===== src/rtl/vga_pkg.sv =====
// Shared timing defaults, counter limits and FSM state encoding for vga_capture.
// Defaults describe standard 640x480 @ 60 Hz timing with a 25.175 MHz pixel clock.
package vga_pkg;

  localparam int DEF_H_SYNC   = 96;
  localparam int DEF_H_BP     = 48;
  localparam int DEF_H_ACTIVE = 640;
  localparam int DEF_H_TOTAL  = 800;
  localparam int DEF_V_SYNC   = 2;
  localparam int DEF_V_BP     = 33;
  localparam int DEF_V_ACTIVE = 480;
  localparam int DEF_V_TOTAL  = 525;

  localparam int HCNT_W = 11;
  localparam int VCNT_W = 10;
  localparam logic [HCNT_W-1:0] HCNT_MAX = '1;

  typedef enum logic [1:0] {
    UNLOCKED = 2'd0,
    SEARCH   = 2'd1,
    LOCKED   = 2'd2
  } state_t;

  // Checksum word for one pixel: {r,g,b} zero-extended to 16 bits.
  function automatic logic [15:0] pix_word(input logic [11:0] rgb);
    return {4'b0000, rgb};
  endfunction

endpackage


===== src/rtl/sync_edge_detect.sv =====
// Two-stage sync register with falling-edge detect; history resets to 1 (idle level)
// so a sync held low through reset release reads as a fresh fall.
module sync_edge_detect (
  input  logic clk,
  input  logic rst,
  input  logic sync,
  output logic fall
);

  logic stage1;
  logic stage2;

  always_ff @(posedge clk or posedge rst) begin
    if (rst) begin
      stage1 <= 1'b1;
      stage2 <= 1'b1;
    end else begin
      stage1 <= sync;
      stage2 <= stage1;
    end
  end

  assign fall = !stage1 && stage2;

endmodule


===== src/rtl/vga_capture.sv =====
// VGA timing tracker: locks onto hsync/vsync and emits row/col-tagged pixels 2 clocks after sampling.
// Define VGA_CAPTURE_CHECKSUM_EN to build the per-frame pixel checksum on frame_sum.
//
// state    | meaning
// UNLOCKED | no timing reference, errors ignored
// SEARCH   | one vsync seen, checking one full frame
// LOCKED   | timing verified, pixels forwarded
module vga_capture
  import vga_pkg::*;
#(
  parameter int H_SYNC   = DEF_H_SYNC,
  parameter int H_BP     = DEF_H_BP,
  parameter int H_ACTIVE = DEF_H_ACTIVE,
  parameter int H_TOTAL  = DEF_H_TOTAL,
  parameter int V_SYNC   = DEF_V_SYNC,
  parameter int V_BP     = DEF_V_BP,
  parameter int V_ACTIVE = DEF_V_ACTIVE,
  parameter int V_TOTAL  = DEF_V_TOTAL
) (
  input  logic        clk,
  input  logic        rst,
  input  logic        hsync,
  input  logic        vsync,
  input  logic [3:0]  red_in,
  input  logic [3:0]  green_in,
  input  logic [3:0]  blue_in,
  output logic [10:0] row,
  output logic [10:0] col,
  output logic        pix_valid,
  output logic [3:0]  red,
  output logic [3:0]  green,
  output logic [3:0]  blue,
  output logic        frame_start,
  output logic        locked,
  output logic        err,
  output logic [15:0] frame_sum
);

  localparam logic [HCNT_W-1:0] H_START = HCNT_W'(H_SYNC + H_BP);
  localparam logic [HCNT_W-1:0] H_END   = HCNT_W'(H_SYNC + H_BP + H_ACTIVE);
  localparam logic [HCNT_W-1:0] H_LAST  = HCNT_W'(H_TOTAL - 1);
  localparam logic [VCNT_W-1:0] V_START = VCNT_W'(V_SYNC + V_BP);
  localparam logic [VCNT_W-1:0] V_END   = VCNT_W'(V_SYNC + V_BP + V_ACTIVE);
  localparam logic [VCNT_W-1:0] V_LAST  = VCNT_W'(V_TOTAL - 1);

  logic              hfall;
  logic              vfall;
  logic [11:0]       rgb_s1;
  logic [HCNT_W-1:0] hcnt_q;
  logic [HCNT_W-1:0] hcnt;
  logic [VCNT_W-1:0] vcnt_q;
  logic [VCNT_W-1:0] vcnt;
  logic              line_err;
  logic              frame_err;
  logic              lock_next;
  logic              in_active;
  state_t            state;

  sync_edge_detect u_hsync_edge (
    .clk  (clk),
    .rst  (rst),
    .sync (hsync),
    .fall (hfall)
  );

  sync_edge_detect u_vsync_edge (
    .clk  (clk),
    .rst  (rst),
    .sync (vsync),
    .fall (vfall)
  );

  always_ff @(posedge clk or posedge rst) begin
    if (rst) begin
      rgb_s1 <= '0;
    end else begin
      rgb_s1 <= {red_in, green_in, blue_in};
    end
  end

  // hcnt/vcnt are the positions of the sample currently in stage 1.
  always_comb begin
    hcnt = '0;
    if (!hfall) begin
      hcnt = (hcnt_q == HCNT_MAX) ? HCNT_MAX : hcnt_q + 1'b1;
    end
    vcnt = vcnt_q;
    if (vfall) begin
      vcnt = '0;
    end else if (hfall) begin
      vcnt = vcnt_q + 1'b1;
    end
  end

  always_ff @(posedge clk or posedge rst) begin
    if (rst) begin
      hcnt_q <= '0;
      vcnt_q <= '0;
    end else begin
      hcnt_q <= hcnt;
      vcnt_q <= vcnt;
    end
  end

  // The outgoing count is checked against the period length before it restarts.
  assign line_err  = hfall && (hcnt_q != H_LAST);
  assign frame_err = vfall && (vcnt_q != V_LAST);

  // Lock status after this cycle; gating pixels on it drops them the same cycle lock is lost.
  assign lock_next = ((state == LOCKED) && !line_err && !frame_err) ||
                     ((state == SEARCH) && !line_err && vfall && !frame_err);

  assign in_active = lock_next &&
                     (hcnt >= H_START) && (hcnt < H_END) &&
                     (vcnt >= V_START) && (vcnt < V_END);

  always_ff @(posedge clk or posedge rst) begin
    if (rst) begin
      state       <= UNLOCKED;
      locked      <= 1'b0;
      err         <= 1'b0;
      frame_start <= 1'b0;
      pix_valid   <= 1'b0;
      row         <= '0;
      col         <= '0;
      red         <= '0;
      green       <= '0;
      blue        <= '0;
    end else begin
      case (state)
        UNLOCKED: begin
          if (vfall) state <= SEARCH;
        end
        SEARCH: begin
          if (line_err) begin
            state <= UNLOCKED;
          end else if (vfall && !frame_err) begin
            state <= LOCKED;
          end
        end
        LOCKED: begin
          if (line_err || frame_err) state <= UNLOCKED;
        end
        default: state <= UNLOCKED;
      endcase

      locked      <= lock_next;
      err         <= (state == LOCKED) && (line_err || frame_err);
      frame_start <= vfall && lock_next;
      pix_valid   <= in_active;
      row         <= in_active ? {1'b0, vcnt - V_START} : '0;
      col         <= in_active ? hcnt - H_START : '0;
      {red, green, blue} <= in_active ? rgb_s1 : 12'h000;
    end
  end

`ifdef VGA_CAPTURE_CHECKSUM_EN
  logic [15:0] acc;

  always_ff @(posedge clk or posedge rst) begin
    if (rst) begin
      acc       <= '0;
      frame_sum <= '0;
    end else if (vfall) begin
      frame_sum <= acc;
      acc       <= '0;
    end else if (in_active) begin
      acc <= acc + pix_word(rgb_s1);
    end
  end
`else
  assign frame_sum = '0;
`endif

endmodule


===== config.mk =====
export PLATFORM = sky130hd
export DESIGN_NAME = vga_capture
export DESIGN_NICKNAME = d
export VERILOG_FILES = /design/src/rtl/vga_pkg.sv /design/src/rtl/sync_edge_detect.sv /design/src/rtl/vga_capture.sv
export SDC_FILE = /design/constraint.sdc
export NUM_CORES = 1
export LEC_CHECK = 0
export ABC_AREA = 1
export CORE_UTILIZATION = 52
export CTS_CLUSTER_DIAMETER = 80
export DETAILED_ROUTE_END_ITERATION = 6
export PLACE_DENSITY = 0.86
export SYNTH_ARGS = -nofsm -noshare
export SYNTH_HDL_FRONTEND = slang
export SYNTH_HIERARCHICAL = 1
export SYNTH_SLANG_ARGS = --single-unit

===== constraint.sdc =====
create_clock -name clk -period 2.9 [get_ports clk]
set_input_delay 0.87 -clock clk [delete_from_list [all_inputs] [get_ports clk]]
set_output_delay 0.87 -clock clk [all_outputs]
set_load 0.02 [all_outputs]

== Word level (Yosys, flattened, before mapping) ==
Index checks and enable logic that the tools add are counted.
Cells by class
  add/subtract/negate cells: 4
  magnitude comparators: 4
  equal/unequal tests: 8
  mux-type cells: 12
  reduce and logical (&&, ||, !) cells: 24
Operators by type and width (count)
  11-bit two-way mux: 3
  10-bit two-way mux: 3
  1-bit logical AND: 16
  12-bit two-way mux: 1
  11-bit by 1-bit adder with 11-bit output (second input constant): 1
  11-bit equality test (second input constant): 1
  11-bit by 8-bit greater-or-equal comparator with 1-bit output (second input constant): 1
  11-bit by 10-bit < comparator with 1-bit output (second input constant): 1
  11-bit by 10-bit != test with 1-bit output (second input constant): 1
  11-bit by 8-bit subtractor with 11-bit output (second input constant): 1
  10-bit by 1-bit adder with 10-bit output (second input constant): 1
  10-bit by 6-bit greater-or-equal comparator with 1-bit output (second input constant): 1
  10-bit < comparator (second input constant): 1
  10-bit != test (second input constant): 1
  10-bit by 6-bit subtractor with 10-bit output (second input constant): 1
  2-bit two-way mux: 4
  2-bit case mux with 3 select lines: 1
  1-bit logical NOT: 4
  3-bit by 2-bit != test with 1-bit output (second input constant): 1
  3-bit AND reduction: 1
  2-bit by 1-bit equality test with 1-bit output (second input constant): 1
  2-bit equality test (second input constant): 1
  2-bit logical NOT: 1
  1-bit logical OR: 2
  other kinds (2): 2
Word-level totals
  register bits after elaboration: 76
  input bits: 16
  output and inout bits: 54
  word-level logic and storage cells: 69

== Longest topological paths before layout ==
Gate-level depths: netlist (run 1).
  word-level depth: 13
  depth in mapped cells: 19

== Cells and area by module ==
The synthesis (run 1) kept the hierarchy.
Modules (own cells, without submodules)
  vga_capture: instances 1, cells each 372, area an instance 3619.7 µm², seq. area each 1801.7 µm²
  sync_edge_detect: instances 2, cells each 5, area an instance 66.3 µm², seq. area each 52.6 µm²

== Worst setup path before layout (run 1) ==
Ideal clock, no wire load.
  kind: register -> register
  start: register u_hsync_edge.stage2
  end: register col[8]
  arrival: 2.224 ns
  data required time: 2.832 ns
  setup slack: 0.608 ns
  stages on the path, launching flop included: 20
  buffers on the path: 2
  period minus slack after synthesis: 2.292 ns
  cells stage by stage: dfstp_2 inv_1 nor2_2 buf_4 inv_2 o21ai_0 a21oi_1 ha_1 inv_1 nand2_1 inv_1 nand3_2 nor2_1 nand2_1 nand2_1 nand3_2 nor2_4 nand2_4 buf_12 nor2_4
On the way
  elaborated cells on any way between the ends: 22
  classes of those cells: 1 x add/sub; 4 x order compare; 4 x mux; 13 x reduce/logical
RTL lines
  from (decl): RTL line sync_edge_detect.sv:11  | logic stage2;
  from (signal assigned): RTL line sync_edge_detect.sv:19  | stage2 <= stage1;
  1-bit logical AND (*): RTL line sync_edge_detect.sv:23  | assign fall = !stage1 && stage2;
  via hfall: RTL line vga_capture.sv:46  | logic hfall;
  10-bit two-way mux (*): RTL line vga_capture.sv:90  | end else if (hfall) begin
  10-bit two-way mux (*): RTL line vga_capture.sv:88  | if (vfall) begin
  via vcnt[1]: RTL line vga_capture.sv:52  | logic [VCNT_W-1:0] vcnt;
  10-bit by 6-bit greater-or-equal comparator with 1-bit output: RTL line vga_capture.sv:115  | (vcnt >= V_START) && (vcnt < V_END);
  1-bit logical AND: RTL line vga_capture.sv:114  | (hcnt >= H_START) && (hcnt < H_END) &&
  1-bit logical AND (*): RTL line vga_capture.sv:115
  11-bit two-way mux (*): RTL line vga_capture.sv:152  | col <= in_active ? hcnt - H_START : '0;
  to (signal assigned): RTL line vga_capture.sv:152
  to (decl): RTL line vga_capture.sv:28  | output logic [10:0] col,
Mark *: on every way through the listed nets, which the timed path passes. The rest lies on a longest branch.
A chain may end at the register's enable or synchronous reset.

== Worst setup path in the final report (run 1) ==
  start: register u_vsync_edge.stage1
  end: register col[10]
On the way
  elaborated cells on any way between the ends: 16
  classes of those cells: 2 x order compare; 2 x mux; 12 x reduce/logical
RTL lines
  from (decl): RTL line sync_edge_detect.sv:10  | logic stage1;
  from (signal assigned): RTL line sync_edge_detect.sv:18  | stage1 <= sync;
  1-bit logical NOT (*): RTL line sync_edge_detect.sv:23
  1-bit logical AND (*): RTL line sync_edge_detect.sv:23
  via vfall: RTL line vga_capture.sv:47  | logic vfall;
  10-bit two-way mux (*): RTL line vga_capture.sv:88
  via vcnt[0]: RTL line vga_capture.sv:52
  10-bit by 6-bit greater-or-equal comparator with 1-bit output: RTL line vga_capture.sv:115
  1-bit logical AND: RTL line vga_capture.sv:114
  1-bit logical AND (*): RTL line vga_capture.sv:115
  11-bit two-way mux (*): RTL line vga_capture.sv:152
Marks and branches as above.

==> results.sh, run 1 <==
export IMPL_numClockSinks=76
export IMPL_globalplace_congestion=0.872
export IMPL_vias=2579
export IMPL_min_period_over_period=0.896
export IMPL_htreeDepth=3
export IMPL_route_detailed_drc=0
export IMPL_hold_viol_final=0
export IMPL_synthXorXnorAreaFrac=0.0303
export IMPL_dp_slack_ps=294
export IMPL_wire_per_inst_um=12.8
export IMPL_grt_remaining_overflow=0
export IMPL_slew_violations=0
export IMPL_worstPathMaxFanout=12
export IMPL_peakVddDrop_uv=287
export IMPL_synth_most_common_cell="dfrtp_1"
export IMPL_numCtsBuffers=9
export IMPL_post_route_min_period_ps=2600
export IMPL_synth_top_family_by_area="simple AND/OR/NAND/NOR gates"
export IMPL_cp_start_kind="register"
export IMPL_syn_to_final_growth_pct=19.8
export IMPL_layout_drive_gt1_share=0.205
export IMPL_synth_top_area_share=0.480
export IMPL_grt_pass1_vias=2591
export IMPL_setup_slack_ps=301
export IMPL_leakage_uw=0.00230
export IMPL_finalSetupViolCount=0
export IMPL_cts_tree="done"
export IMPL_drt_wl_total_um=6970
export IMPL_die_w_um=86.9
export IMPL_synthAdderAreaFrac=0.0200
export IMPL_cp_end_kind="register"
export IMPL_synthFlopType="dfrtp_1"
export IMPL_initial_core_util=0.546
export IMPL_num_rows=30
export IMPL_nNetsFinal=465
export IMPL_fp_dieH_um=86.9
export IMPL_yosys_area_share_simple=0.285
export IMPL_cap_violations=0
export IMPL_synthCells=382
export IMPL_slew_headroom=0.671
export IMPL_async_flop_share=1.00
export IMPL_power_density_nw_per_um2=475
export IMPL_cts_root_buf="clkbuf_8"
export IMPL_worstMarginPinSlew_ps=488
export IMPL_yosysTopAreaCell="dfrtp_1"
export IMPL_timing_worst_setup_path_type="register to register"
export IMPL_synth_area_um2=3750
export IMPL_setup_tns_ps=0
export IMPL_first_iter_violations=101
export IMPL_n_fill_cell=532
export IMPL_core_area_um2=6870
export IMPL_grtUsageTotal=0.202
export IMPL_synth_edf_count=0
export IMPL_multi_input_area_um2=1460
export IMPL_grt_first_pass_wirelength_um=11500
export IMPL_hold_path_class="register to register"
export IMPL_arrival_ps=2890
export IMPL_diodes=0
export IMPL_pin_count=70
export IMPL_yosys_top_cells_area="dfrtp_1, nor2_4, inv_1"
export IMPL_die_area_um2=7560
export IMPL_dr_pass1_iters=4
export IMPL_max_clock_freq_ghz=0.385
export IMPL_cts_path_max_buffers=2
export IMPL_yosys_warnings=6
export IMPL_finalPower_uw=2140
export IMPL_yosysSeqAreaShare=0.508
export IMPL_rsz0062_at_grt="no"
export IMPL_grt_max_degree=61
export IMPL_synth_compound_area_share=0.0353
export IMPL_critPathRequiredTime_ps=3190
export IMPL_via_per_inst=4.74
export IMPL_final_seq_area_um2=1910
export IMPL_syn_avg_cell_area_um2=9.82
export IMPL_port_buffers=52
export IMPL_clk_latency_ps=360
export IMPL_ys_seq_elements=76
export IMPL_antenna_found_initial=0
export IMPL_outcome="finished clean"
export IMPL_dpl_hpwl_um=5170
export IMPL_clk_pin_slew_ps=90
export IMPL_skew_ps=11.5
export IMPL_synth_mux_area_frac=0
export IMPL_synth_cell_types=31
export IMPL_drtAntennaViolNets=0
export IMPL_synthTopCellsByCount="dfrtp_1, inv_1, nand2_1"
kinds of logic (layout without fill, tap and decap cells):
kind of cell / Yosys count / count (layout)
buffers and inverters: 89 / 139
XOR/XNOR: 13 / 13
other: 1 / 17
adder cells (fa/ha/maj): 6 / 6
AND/OR/NAND/NOR: 175 / 175
flip-flops: 76 / 76
AO/OA/AOI/OAI: 22 / 22
final timing paths:
check / depth (start not counted) / end / startpoint / slack, ps
max: 16 / col[10] / u_vsync_edge/stage1 / 300
max in group asynchronous: 3 / err / rst / 1440
max reg2reg: 16 / col[10] / u_vsync_edge/stage1 / 300
min: 0 / u_vsync_edge/stage2 / u_vsync_edge/stage1 / 380
min in group asynchronous: 2 / row[7] / rst / 850
min reg2reg: 0 / u_vsync_edge/stage2 / u_vsync_edge/stage1 / 380
through the flow:
step	cells	cell area (um^2)	hold WS, ps	utilization
after floorplan	398	3810	360	-
after global placement	528	4310	362	0.627
after CTS	544	4490	378	0.654
after global routing	544	4490	381	0.654
final	544	4490	376	0.654
after detailed placement	528	4310	366	0.627
worst max-delay path: stages, from the launching register on:
cell and delay (ps):
dfstp_2 540, nor2_2 60, inv_1 280, nand2_1 110, a21oi_1 300, ha_1 200
inv_1 60, nand2_1 60, inv_1 70, nand3_2 90, nand2_2 70, nand3_1 110
nand3_2 100, nor2_4 100, nand2_4 60, buf_4 220, nor2_1 110
area by class of cell:
| class | instances | share of cell area |
|---|---|---|
| flip-flops and latches | 76 | 0.424 |
| inverters | 67 | 0.0560 |
| repair buffers | 56 | 0.128 |
| well taps | 96 | 0.0267 |
| clock inverters | 7 | 0.0128 |
| multi-input cells | 233 | 0.325 |
| clock buffers | 9 | 0.0276 |
layout by cell type, fill, tap and decap left out, drive strengths merged:
| cell type | synthesis | layout |
|---|---|---|
| a21boi | 1 | 1 |
| clkinv | 0 | 1 |
| inv | 67 | 71 |
| or2 | 1 | 1 |
| o21ai | 7 | 7 |
| nor3 | 3 | 3 |
| xnor2 | 3 | 3 |
| a41o | 1 | 1 |
| buf | 22 | 4 |
| clkbuf | 0 | 9 |
| a21oi | 13 | 13 |
| nor2 | 68 | 68 |
| conb | 1 | 17 |
| clkdlybuf4s50 | 0 | 52 |
| nand2 | 72 | 72 |
| xor2 | 10 | 10 |
| nand3 | 29 | 29 |
| nand4 | 2 | 2 |
| dfrtp | 72 | 72 |
| clkinvlp | 0 | 2 |
| dfstp | 4 | 4 |
| ha | 6 | 6 |
power by group:
| group | total [uW] | leakage [uW] | switching (uW) | internal [uW] |
|---|---|---|---|---|
| registers | 1130 | 0.00101 | 34.8 | 1100 |
| clock network | 753 | 0.0000886 | 429 | 324 |
| logic | 249 | 0.00120 | 169 | 80.9 |
| total | 2140 | 0.00230 | 632 | 1500 |
repair_timing:
item | 4_1_cts | 5_1_grt
gates resized for setup | 0 | 1
hold endpoints to repair | 0 | 0
setup endpoints to repair | 0 | 4
buffers inserted | 0 | 0
hold buffers | 0 | 0
layer usage:
metal  routed length, um  track usage
met1                2700        0.214
met2                3860        0.379
met3                 200       0.0360
met4                 210        0.111
met5                   0            0
flip-flops by register name, summed over array words and instances (netlist names), 2 cells and up:
| signal | count |
|---|---|
| rgb_s1 | 12 |
| col | 11 |
| hcnt_q | 11 |
| row | 10 |
| vcnt_q | 10 |
| blue | 4 |
| green | 4 |
| red | 4 |
| state | 2 |
Power figures use the tool's default switching activity.
==> run 2: changes to the inputs <==
--- a/config.mk
+++ b/config.mk
@@ -6,10 +6,10 @@
 export NUM_CORES = 1
 export LEC_CHECK = 0
 export ABC_AREA = 1
-export CORE_UTILIZATION = 52
+export CORE_UTILIZATION = 47
 export CTS_CLUSTER_DIAMETER = 80
 export DETAILED_ROUTE_END_ITERATION = 6
-export PLACE_DENSITY = 0.86
+export PLACE_DENSITY = 0.82
 export SYNTH_ARGS = -nofsm -noshare
 export SYNTH_HDL_FRONTEND = slang
 export SYNTH_HIERARCHICAL = 1
==> constraint.sdc (replaced) <==
create_clock -name clk -period 2.3 [get_ports clk]
set_input_delay 0.69 -clock clk [delete_from_list [all_inputs] [get_ports clk]]
set_output_delay 0.69 -clock clk [all_outputs]
set_load 0.02 [all_outputs]
==> results.sh, run 2 (synthesized netlist as in run 1, its figures left out) <==
export IMPL_cp_startpoint="u_hsync_edge/stage2"
export IMPL_final_common_cell="dfrtp_1"
export IMPL_top_register="rgb_s1"
export IMPL_core_area_um2=7730
export IMPL_wire_per_inst_um=13.5
export IMPL_syn_to_final_growth_pct=32.6
export IMPL_path_buf_inv=5
export IMPL_worstReg2RegEnd="col[6]"
export IMPL_pin_count=70
export IMPL_largest_reg_flops=12
export IMPL_reg2reg_slack_ps=-150
export IMPL_cts_tree="done"
export IMPL_cp_start_kind="register"
export IMPL_htreeDepth=3
export IMPL_whs_path_depth=0
export IMPL_max_stage_delay_ps=540
export IMPL_final_cell_mix="dfrtp_1, nand2_1, inv_1"
export IMPL_cts_hold_fix_buffers=0
export IMPL_timing_worst_setup_path_type="register to register"
export IMPL_initial_core_util=0.486
export IMPL_dr_pass1_iters=4
export IMPL_endpoint="col[6]"
export IMPL_route_detailed_drc=0
export IMPL_hold_viol_final=0
export IMPL_fp_dieH_um=91.4
export IMPL_diodes=0
export IMPL_via_per_inst=4.63
export IMPL_drtAntennaViolNets=0
export IMPL_skew_ps=9.50
export IMPL_post_route_min_period_ps=2450
export IMPL_die_area_um2=8340
export IMPL_arrival_ps=2690
export IMPL_globalplace_congestion=0.833
export IMPL_dp_slack_ps=-84.9
export IMPL_critical_path_top_delay_family="simple AND/OR/NAND/NOR gates"
export IMPL_port_buffers=52
export IMPL_worstPathMaxFanout=10
export IMPL_first_iter_violations=153
export IMPL_cts_path_max_buffers=2
export IMPL_power_density_nw_per_um2=611
export IMPL_antenna_found_initial=0
export IMPL_min_from="u_vsync_edge/stage1"
export IMPL_critPathSlowestCell="dfstp_2"
export IMPL_clk_latency_ps=360
export IMPL_leakage_uw=0.00251
export IMPL_cts_root_buf="clkbuf_8"
export IMPL_path_cells="inv_2 -> nor2_4 -> buf_6 -> nand2_4 -> buf_6 -> nor2_8 -> nand3_4 -> nand2_1 -> nand2_1 -> nor2_4 -> buf_4 -> nand2_2 -> nand3_4 -> nor2_4 -> nand2_4 -> buf_12 -> nor2_4"
export IMPL_nNetsFinal=497
export IMPL_peakVddDrop_uv=305
export IMPL_num_rows=32
export IMPL_cap_violations=0
export IMPL_hold_ws_ps=373
export IMPL_grt_remaining_overflow=0
export IMPL_dpl_hpwl_um=5260
export IMPL_grtUsageTotal=0.193
export IMPL_layout_drive_gt1_share=0.313
export IMPL_cpMostUsedCell="nor2_4"
export IMPL_setup_slack_ps=-149
export IMPL_critPathRequiredTime_ps=2540
export IMPL_grt_max_degree=49
export IMPL_min_period_over_period=1.06
export IMPL_largest_registers="rgb_s1: 12 flops, col: 11 flops, hcnt_q: 11 flops"
export IMPL_outcome="complete, but fails checks"
export IMPL_grt_util_met1=0.229
export IMPL_r2r_cells=17
export IMPL_busiest_layer="met2"
export IMPL_violations="negative setup slack"
export IMPL_grt_use_met2=0.336
export IMPL_final_seq_area_um2=1910
export IMPL_finalSetupViolCount=34
export IMPL_multi_input_area_um2=1580
export IMPL_cp_end_kind="register"
export IMPL_reg2reg_from="u_hsync_edge/stage2"
export IMPL_hold_path_class="register to register"
export IMPL_n_fill_cell=570
export IMPL_numCtsBuffers=9
export IMPL_grtUsageMet3=0.0436
export IMPL_die_w_um=91.4
export IMPL_path_depth=17
export IMPL_grt_first_pass_wirelength_um=12400
export IMPL_clk_pin_slew_ps=80
export IMPL_grt_pass1_vias=2730
export IMPL_numClockSinks=76
export IMPL_vias=2697
export IMPL_max_clock_freq_ghz=0.408
export IMPL_slew_violations=0
export IMPL_rsz0062_at_grt="yes"
export IMPL_drt_wl_total_um=7880
run 2: cell count changes in the layout (fill, tap and decap cells not counted), moves of 4 or more:
cell	delta
inv_1	-5
nor2_1	-6
nor2_4	+4
buf_4	+26
nand3_1	-6
run 2: layer usage:
| metal | share of wire | up-vias |
|---|---|---|
| met2 | 0.54 | 72 |
| met4 | 0.021 | 0 |
| met1 | 0.40 | 1301 |
| met5 | 0 | - |
| met3 | 0.036 | 16 |
| li1 | - | 1308 |
run 2: worst min-delay path by stage:
stage / end / slack [ps]
finish: u_vsync_edge/stage2 / 370
detailed placement: u_vsync_edge/stage2 / 360
CTS: u_vsync_edge/stage2 / 370
global route: u_vsync_edge/stage2 / 380
global placement: u_vsync_edge/stage2 / 360
floorplan: u_hsync_edge/stage2 / 360
run 2: area by class of cell:
class	instances	share of cell area
flip-flops and latches	76	0.383
multi-input cells	233	0.318
repair buffers	88	0.174
inverters	67	0.0518
clock buffers	10	0.0277
well taps	102	0.0256
clock inverters	6	0.0194
run 2: power by group:
| group | total (uW) | switching (uW) | internal, uW | leakage (uW) |
|---|---|---|---|---|
| combinational | 432 | 259 | 173 | 0.00138 |
| clock | 1170 | 523 | 651 | 0.000115 |
| sequential | 1430 | 46.1 | 1390 | 0.00101 |
| total | 3040 | 828 | 2210 | 0.00251 |
run 2: through the flow:
stage | cell area [um^2] | total power (uW) | setup TNS, ps | util | cells
after floorplan | 3820 | 1700 | 0 | - | 398
after global placement | 4500 | 1800 | 0 | 0.582 | 556
after detailed placement | 4500 | 1820 | -1760 | 0.582 | 556
after CTS | 4800 | 3020 | 0 | 0.622 | 575
after global routing | 4980 | 3180 | -6960 | 0.644 | 582
final | 4980 | 3040 | -3990 | 0.644 | 582
run 2: what timing repair did:
action / CTS / global route
resized for setup: 18 / 25
gates cloned: 0 / 1
setup buffers: 3 / 6
setup endpoints to repair: 33 / 34
pin swaps: 0 / 10
